**src/rtl/fsm_stim_seq.sv**
```systemverilog
// fsm_stim_seq: plays a table of {A,B} steps into the two-input Moore fsm,
//    each step held hold+1 cycles, and counts Q high cycles and Q rising edges.
// Latency: start at edge 0 -> fsm_reset for RST_CYC cycles -> sum(hold+1) RUN
//    cycles -> done pulse after edge RST_CYC+sum+1. No backpressure: start and
//    cfg_we are dropped while busy, and abort ends a run on the next edge.
// Ports: clk/reset (sync, active high); cfg_we/cfg_addr/cfg_a/cfg_b/cfg_hold
//    write one step slot while idle; start/num_steps launch a run; abort ends a
//    run; q is the fsm output. Outputs: fsm_reset/a/b drive the fsm, busy/done/err
//    give status, q_high_cnt/q_rise_cnt hold the Q statistics. All outputs are
//    registered.
module fsm_stim_seq #(
   parameter int DEPTH   = 8,
   parameter int HOLD_W  = 4,
   parameter int CNT_W   = 8,
   parameter int RST_CYC = 1
) (
   input  logic                       clk,
   input  logic                       reset,
   input  logic                       cfg_we,
   input  logic [$clog2(DEPTH)-1:0]   cfg_addr,
   input  logic                       cfg_a,
   input  logic                       cfg_b,
   input  logic [HOLD_W-1:0]          cfg_hold,
   input  logic                       start,
   input  logic [$clog2(DEPTH):0]     num_steps,
   input  logic                       abort,
   input  logic                       q,
   output logic                       fsm_reset,
   output logic                       a,
   output logic                       b,
   output logic                       busy,
   output logic                       done,
   output logic                       err,
   output logic [CNT_W-1:0]           q_high_cnt,
   output logic [CNT_W-1:0]           q_rise_cnt
);

   localparam int AW  = $clog2(DEPTH);
   localparam int NW  = AW + 1;
   localparam int RCW = (RST_CYC > 1) ? $clog2(RST_CYC) : 1;

   typedef enum logic [1:0] {IDLE, RST, RUN, DONE} state_t;

   typedef struct packed {
      logic              a;
      logic              b;
      logic [HOLD_W-1:0] hold;
   } step_t;

   state_t            state;
   step_t             tbl [DEPTH];
   logic [RCW-1:0]    rst_cnt;
   logic [AW-1:0]     step;
   logic [NW-1:0]     steps_n;
   logic [HOLD_W-1:0] hold_cnt;
   logic              q_prev;

   logic [AW-1:0]     step_nxt;
   logic              last_step;
   logic              start_ok;

   assign step_nxt  = step + AW'(1);
   assign last_step = ({1'b0, step} == (steps_n - NW'(1)));
   assign start_ok  = (num_steps != '0) && (num_steps <= NW'(DEPTH));

   always_ff @(posedge clk) begin
      if (reset) begin
         state      <= IDLE;
         fsm_reset  <= 1'b1;
         a          <= 1'b0;
         b          <= 1'b0;
         busy       <= 1'b0;
         done       <= 1'b0;
         err        <= 1'b0;
         q_high_cnt <= '0;
         q_rise_cnt <= '0;
         q_prev     <= 1'b0;
         rst_cnt    <= '0;
         step       <= '0;
         steps_n    <= '0;
         hold_cnt   <= '0;
         for (int i = 0; i < DEPTH; i++) tbl[i] <= '0;
      end else begin
         done <= 1'b0;
         err  <= 1'b0;
         if (abort && (state == RST || state == RUN)) begin
            // Abort wins over step advance and completion; counters keep
            // whatever they held before this edge.
            state     <= IDLE;
            fsm_reset <= 1'b0;
            a         <= 1'b0;
            b         <= 1'b0;
            busy      <= 1'b0;
         end else begin
            case (state)
               IDLE: begin
                  fsm_reset <= 1'b0;
                  a         <= 1'b0;
                  b         <= 1'b0;
                  busy      <= 1'b0;
                  if (cfg_we) tbl[cfg_addr] <= {cfg_a, cfg_b, cfg_hold};
                  if (start) begin
                     if (start_ok) begin
                        steps_n    <= num_steps;
                        q_high_cnt <= '0;
                        q_rise_cnt <= '0;
                        q_prev     <= 1'b0;
                        rst_cnt    <= '0;
                        busy       <= 1'b1;
                        fsm_reset  <= 1'b1;
                        state      <= RST;
                     end else begin
                        err <= 1'b1;
                     end
                  end
               end
               RST: begin
                  if (rst_cnt == RCW'(RST_CYC - 1)) begin
                     state     <= RUN;
                     fsm_reset <= 1'b0;
                     step      <= '0;
                     hold_cnt  <= tbl[0].hold;
                     a         <= tbl[0].a;
                     b         <= tbl[0].b;
                  end else begin
                     rst_cnt <= rst_cnt + RCW'(1);
                  end
               end
               RUN: begin
                  // Saturating statistics over the q seen in this RUN cycle.
                  if (q && (q_high_cnt != {CNT_W{1'b1}}))
                     q_high_cnt <= q_high_cnt + CNT_W'(1);
                  if (q && !q_prev && (q_rise_cnt != {CNT_W{1'b1}}))
                     q_rise_cnt <= q_rise_cnt + CNT_W'(1);
                  q_prev <= q;
                  if (hold_cnt == '0) begin
                     if (last_step) begin
                        state <= DONE;
                        a     <= 1'b0;
                        b     <= 1'b0;
                        busy  <= 1'b0;
                     end else begin
                        step     <= step_nxt;
                        hold_cnt <= tbl[step_nxt].hold;
                        a        <= tbl[step_nxt].a;
                        b        <= tbl[step_nxt].b;
                     end
                  end else begin
                     hold_cnt <= hold_cnt - HOLD_W'(1);
                  end
               end
               DONE: begin
                  // done is registered on the way out of DONE, so the pulse
                  // lands one edge after the last RUN cycle has been closed.
                  done  <= 1'b1;
                  state <= IDLE;
               end
               default: state <= IDLE;
            endcase
         end
      end
   end

endmodule

```
**config.mk**
```make
export PLATFORM = sky130hd
export DESIGN_NAME = fsm_stim_seq
export DESIGN_NICKNAME = d
export VERILOG_FILES = /design/src/rtl/fsm_stim_seq.sv
export SDC_FILE = /design/constraint.sdc
export NUM_CORES = 1
export LEC_CHECK = 0
export CAP_MARGIN = 5
export CORE_MARGIN = 5
export CORE_UTILIZATION = 55
export DETAILED_ROUTE_END_ITERATION = 6
export PLACE_DENSITY_LB_ADDON = 0.05
export SLEW_MARGIN = 5
export SYNTH_ARGS = -nofsm -noshare
export SYNTH_HDL_FRONTEND = slang
export SYNTH_SLANG_ARGS = --single-unit
```
**constraint.sdc**
```tcl
create_clock -name clk -period 6.6 [get_ports clk]
set_clock_uncertainty 0.15 [all_clocks]
set_input_delay 0.66 -clock clk [delete_from_list [all_inputs] [get_ports clk]]
set_output_delay 0.66 -clock clk [all_outputs]
set_load 0.02 [all_outputs]
```
==> impl_metrics.csv <==
group,metric,value,unit
cts,ctsHoldBuffers,0,
worst_setup_path,timing.critical_path.from,"reset",
cts,clk_pin_slew,0.08,ns
sta,slew_violations,0,
route,drc_errors,0,
sta,setup_viol_count_final,0,
worst_setup_path,start_kind,"input pin",
cts,cts.sinks,84,
finish,num_antenna_cells,0,
pwr,leakagePower,1.76,nW
worst_setup_path,reg2regPathDepth,5,
pwr,sw_frac_of_total,32.7,%
pwr,powerDensity,257,nW/µm²
worst_setup_path,endpoint,"tbl[5][1]",
finish,fin_util,64.9,%
synthesis,yosysSeqAreaShare,49.5,%
placement,pre_cts_ws,2.99,ns
worst_setup_path,worst-setup-path-type,"in -> reg",
finish,drive_above_1_share,9.98,%
synthesis,synthFlopType,"edfxtp_1",
sta,holdWs,0.351,ns
pwr,seqPwrFrac,48.2,%
placement,hpwlAfterDp,6870,µm
sta,fmax,302,MHz
global_routing,grt_pass1_wl,15200,µm
pwr,power_frac_comb,26.9,%
cts,clkLatencyLatePin,0.35,ns
global_routing,grt.total_usage,19.6,%
worst_setup_path,end_kind,"flip-flop",
cts,ctsHtreeMaxLevel,3,
synthesis,synthArstFlopShare,0,%
finish,layout.nets,466,
synthesis,synth_cell_types,60,
worst_setup_path,path_max_fanout,33,
sta,relSlewSlack,39.2,%
sta,fin_crit_sh,50.1,%
job,maxCapViolCount,0,
pwr,ir_drop,0.151,mV
floorplan,die_h,99.1,µm
pwr,p_switching,0.000423,W
synthesis,synth.avg_cell_area,11.0,µm²
finish,fin_area,5020,µm²
pwr,clkPwrFrac,24.9,%
finish,layout_commonest_cell,"and2_1",
route,wl_per_cell,17.2,µm
route,initialDrtViolationCount,161,
synthesis,synth_fp_nets,425,
floorplan,row_count,32,
worst_hold_path,worst_hold_path_type,"reg -> reg",
pwr,intPower,0.000869,W
cts,clock_tree.root_cell,"clkbuf_8",
placement,placed_cell_area,4850,µm²
route,ant_nets,0,
worst_setup_path,critPathRequiredTime,6.42,ns
sta,fin_setup_tns,0,ns
floorplan,die-area,9820,µm²
worst_setup_path,crit_arrival,3.13,ns
sta,hold_violations,0,
synthesis,ys_seq_elements,84,
cts,cts_tree,"built",
sta,worst_pin_slew,0.910,ns
worst_setup_path,reg2reg_setup_slack,3.31,ns
worst_setup_path,r2r_start,"state[0]",
sta,rsz0062_at_grt,"no",
floorplan,core,7730,µm²
synthesis,synth_top_area_share,33.0,%
finish,area_delta_synth_final,15.0,%
synthesis,yosysWarnings,0,
outcome,status,"complete, no violations",
sta,finalCriticalPeriod,3.31,ns
synthesis,synthTopCellsByArea,"edfxtp_1 33%, dfxtp_1 17%, and2_1 7.7%",
route,routed_wl,9330,µm
worst_setup_path,timing.rr.end,"tbl[5][1]",
cts,clock_path_buffers,2,
cts,cts_buffers,9,
route,drt-pass1-iter-count,4,
synthesis,yosysTopAreaCell,"edfxtp_1",
sta,setup_ws,3.29,ns
route,vias,3139,
global_routing,grt_max_degree,42,
global_routing,grt_pass1_vias,2978,
synthesis,synth_enable_flop_cells,48,
cts,post_cts_buffers,0,
route,vias_per_cell,5.78,
synthesis,synth_area,4360,µm²
finish,layout_common_cells,"54 x and2_1, 48 x edfxtp_1, 40 x clkdlybuf4s50_1",
global_routing,grt_overflow_total,0,
floorplan,start_util,56.5,%
floorplan,die_x,99.1,µm
synthesis,netlist_instances,395,
cts,cts_resized,0,
floorplan,io_pins,41,
global_routing,grt_antenna_before_repair,0,
placement,place.port_buffers,40,
placement,place_congestion,0.777,
synthesized netlist by cell type, types with 4 or more instances:
master	instances
xor2_1	4
dfxtp_1	36
and3_1	5
a211oi_1	4
inv_1	10
nand4_1	5
nand2_1	22
clkbuf_1	9
nor3b_1	4
and2_1	54
or3_1	6
o21a_1	8
mux4_2	12
edfxtp_1	48
or4_1	4
ha_1	11
mux2i_1	8
a21oi_1	24
nor2_1	20
o21ai_0	15
nand2b_1	6
nand3_1	14
o21ai_1	10
metrics by stage:
step                      total power (W)  instances
final                             0.00129        543
after global routing              0.00136        543
after CTS                         0.00130        543
after detailed placement         0.000980        527
after global placement           0.000975        527
after floorplan                  0.000883        395
layer usage:
metal	GRT usage, %	routed length (µm)	share of wire, %	vias to the layer above
met4	4.20	80	0.86	0
met3	4.46	405	4.3	10
met1	26.0	4230	45	1508
met2	33.1	4610	49	62
met5	0	0	0	-
li1	-	-	-	1559
registers in the layout, indices dropped and copies added, names as in the netlist:
name and count:
tbl 48, q_high_cnt 8, q_rise_cnt 8, hold_cnt 4, steps_n 4, step 3
state 2, a 1, b 1, busy 1, done 1, err 1
fsm_reset 1, q_prev 1
power groups by stage:
stage / Sequential [W] / Combinational (W) / Clock [W]
floorplan: 0.000629 / 0.000254 / 0
global placement: 0.000634 / 0.000341 / 0
detailed placement: 0.000636 / 0.000344 / 0
CTS: 0.000623 / 0.000347 / 0.000326
global route: 0.000628 / 0.000386 / 0.000350
finish: 0.000622 / 0.000348 / 0.000321
cell families (layout without fill, tap and decap cells):
| group | count (synthesis) | in the layout | share of synthesized area (%) |
|---|---|---|---|
| simple gates | 160 | 160 | 21.2 |
| xor+xnor | 5 | 5 | 1.32 |
| buf+inv | 22 | 68 | 2.12 |
| compound gates | 90 | 90 | 13.9 |
| mux | 23 | 23 | 8.80 |
| flops | 84 | 84 | 49.5 |
| fa+ha+maj | 11 | 11 | 3.15 |
worst max-delay path: stages:
cell and delay, ns:
clkdlybuf4s50_1 0.39, buf_4 0.25, a21oi_1 0.60, nand4_1 0.42, o21ai_0 0.79
cell type report:
type,count,area [µm²]
Clock buffer,10,128
Timing Repair Buffer,42,415
Inverter,10,37.5
Multi-Input combinational cell,289,2110
Sequential cell,84,2160
Fill cell,636,2710
Tap cell,102,128
Clock inverter,6,38.8
worst min path at each step:
stage	from	endpoint	slack, ns	cells past startpoint
2_1_floorplan	step[1]	step[1]	0.31	2
3_3_place_gp	step[1]	step[1]	0.34	2
3_5_place_dp	step[1]	step[1]	0.34	2
4_1_cts	step[1]	step[1]	0.35	2
5_1_grt	step[1]	step[1]	0.37	2
6_report	step[1]	step[1]	0.35	2
Power figures use the tool's default switching activity.
==> edit: new RTL, same settings <==
`CNT_W`: 8 -> 6.
--- a/src/rtl/fsm_stim_seq.sv
+++ b/src/rtl/fsm_stim_seq.sv
@@ -11,7 +11,7 @@
 module fsm_stim_seq #(
    parameter int DEPTH   = 8,
    parameter int HOLD_W  = 4,
-   parameter int CNT_W   = 8,
+   parameter int CNT_W   = 6,
    parameter int RST_CYC = 1
 ) (
    input  logic                       clk,
Ports: changed (resized q_high_cnt and q_rise_cnt); port bits go from 41 to 37. No check against the original RTL was run, so the function may have changed too.
==> edit against the original RTL <==
  * Synthesized area is 6.1% lower
  * Largest power group unchanged
  * Count of clock-buffer cells in the layout is 1 lower
  * Worst setup slack improved by 0.35 ns
  * Wire length fell by 3.1%
  * Sequential share of layout area grew 0.99 points
  * Synthesized cell count fell by 9.9%
  * Total power grew 9.0%
  * Non-clock buffer count down 5
  * Cell area shrank 5.9%
  * Sequential cell count shrank 4
  * Final cell count decreased by 8.5%
==> edit: results (changes against the original RTL) <==
metric	value	unit	change
clk buf depth	2		unchanged
detail-routed via count per cell	5.84		+1.0%
placed cells	481		-8.7%
Clock Latency Late Sink	0.36	ns	
Clock Root Buffer	clkbuf_8		
gr usage total	21.0	%	+1.4 points
layout cell share with drive strength beyond 1	11.3	%	+1.3 points
complex-gate fraction of the synthesized area	10.2	%	-3.7 points
synth top area cells	edfxtp_1 35%, dfxtp_1 16%, and2_1 7.8%, mux4_2 6.6%, ha_1 3.1%		
top_reg_cell synth	edfxtp_1		
Routed WL per cell	18.2	um	+5.9%
CTS Buf Count	9		unchanged
Post-synth ARST share	0	%	unchanged
Ys Warns	0		unchanged
Worst Hold Class	reg -> reg		
worst-margin pin slew	0.896	ns	-0.0145 ns
post-DP HPWL	6.52	mm	-5.2%
post-layout net count	422		-9.4%
leakage	1.71	nW	-2.7%
clock slew at reported path FFs	0.09	ns	
XOR/XNOR Fraction of Synth Area	1.92	%	+0.61 points
largest registers	tbl (48), q_high_cnt (6), q_rise_cnt (6)		
Synth Net Count	385		-9.4%
Seq/Total Area, Yosys	50.8	%	+1.3 points
Pre-antenna DRT Iters	4		unchanged
CTS resizes	0		unchanged
crit-path max FO	15		-55%
CTS H-tree depth	3		unchanged
gpl congestion	0.802		+3.2%
status	finished, final reports clean		
Post-synth EDFFs	48		unchanged
ANT cells	0		unchanged
synth cell count leaders	51 x and2_1, 48 x edfxtp_1, 32 x dfxtp_1		
initial antenna violation count	0		unchanged
Post-CTS Setup Bufs	0		unchanged
vias in the first global route	2849		-4.3%
first-pass GRT wire length	14.4	mm	-5.2%
Adder-Cell Fraction of Synth Area	3.05	%	-0.099 points
Routed WL	9.05	mm	-3.1%
Peak VDD IR	0.000199	V	+32%
Port Buf Inserts	36		-10%
Iter 0 DRT Violations	133		-17%
mux contribution to synthesized area	10.4	%	+1.6 points
count of cell types in the netlist	61		+1.7%
DP Area	4520	um2	-6.8%
Mapped Avg Cell Area	11.5	um2	+4.1%
pin count of the biggest net entering global routing	21		-50%
-- edit: area by class of cell --
type                            count  area (um2)
Sequential cell                    80        2080
Clock buffer                        9         124
Clock inverter                      7        77.6
Timing Repair Buffer               37         368
Tap cell                           99         124
Fill cell                         625        2530
Inverter                           13        48.8
Multi-Input combinational cell    252        1900
-- edit: power breakdown --
| group | switching, mW | internal, mW | leakage [nW] |
|---|---|---|---|
| clock network | 0.196 | 0.178 | 0.100 |
| registers | 0.0389 | 0.572 | 0.756 |
| logic | 0.256 | 0.167 | 0.856 |
-- edit: final timing paths --
kind         cells past startpoint                       start                    endpoint  slack [ns]
max                              5        step[0]$_SDFFE_PP0P_    hold_cnt[2]$_SDFFE_PP0P_        3.64
min reg2reg                      2  q_rise_cnt[4]$_SDFFE_PP0P_  q_rise_cnt[4]$_SDFFE_PP0P_        0.35
max reg2reg                      5        step[0]$_SDFFE_PP0P_    hold_cnt[2]$_SDFFE_PP0P_        3.64
min                              2  q_rise_cnt[4]$_SDFFE_PP0P_  q_rise_cnt[4]$_SDFFE_PP0P_        0.35
-- edit: worst max-delay path, cell delays in order, from the launching register on --
cell	delay [ns]
dfxtp_1	0.90
ha_1	0.60
mux4_2	0.40
mux2_2	0.27
a2111oi_0	0.39
o41ai_1	0.12
-- edit: layer usage --
metal,GRT usage [%],share of wire [%],up-vias
met1,27.0,44,1412
met2,35.6,50,70
met3,3.60,4.1,16
li1,-,-,1404
met4,7.48,1.6,0
met5,0,0,-
-- edit: per-stage QoR --
stage	utilization (%)	setup WS (ns)	power, mW
2_1_floorplan	-	4.27	0.929
3_3_place_gp	62.4	3.47	1.04
3_5_place_dp	62.4	3.46	1.04
4_1_cts	65.1	3.62	1.41
5_1_grt	65.1	3.26	1.48
6_report	65.1	3.64	1.41
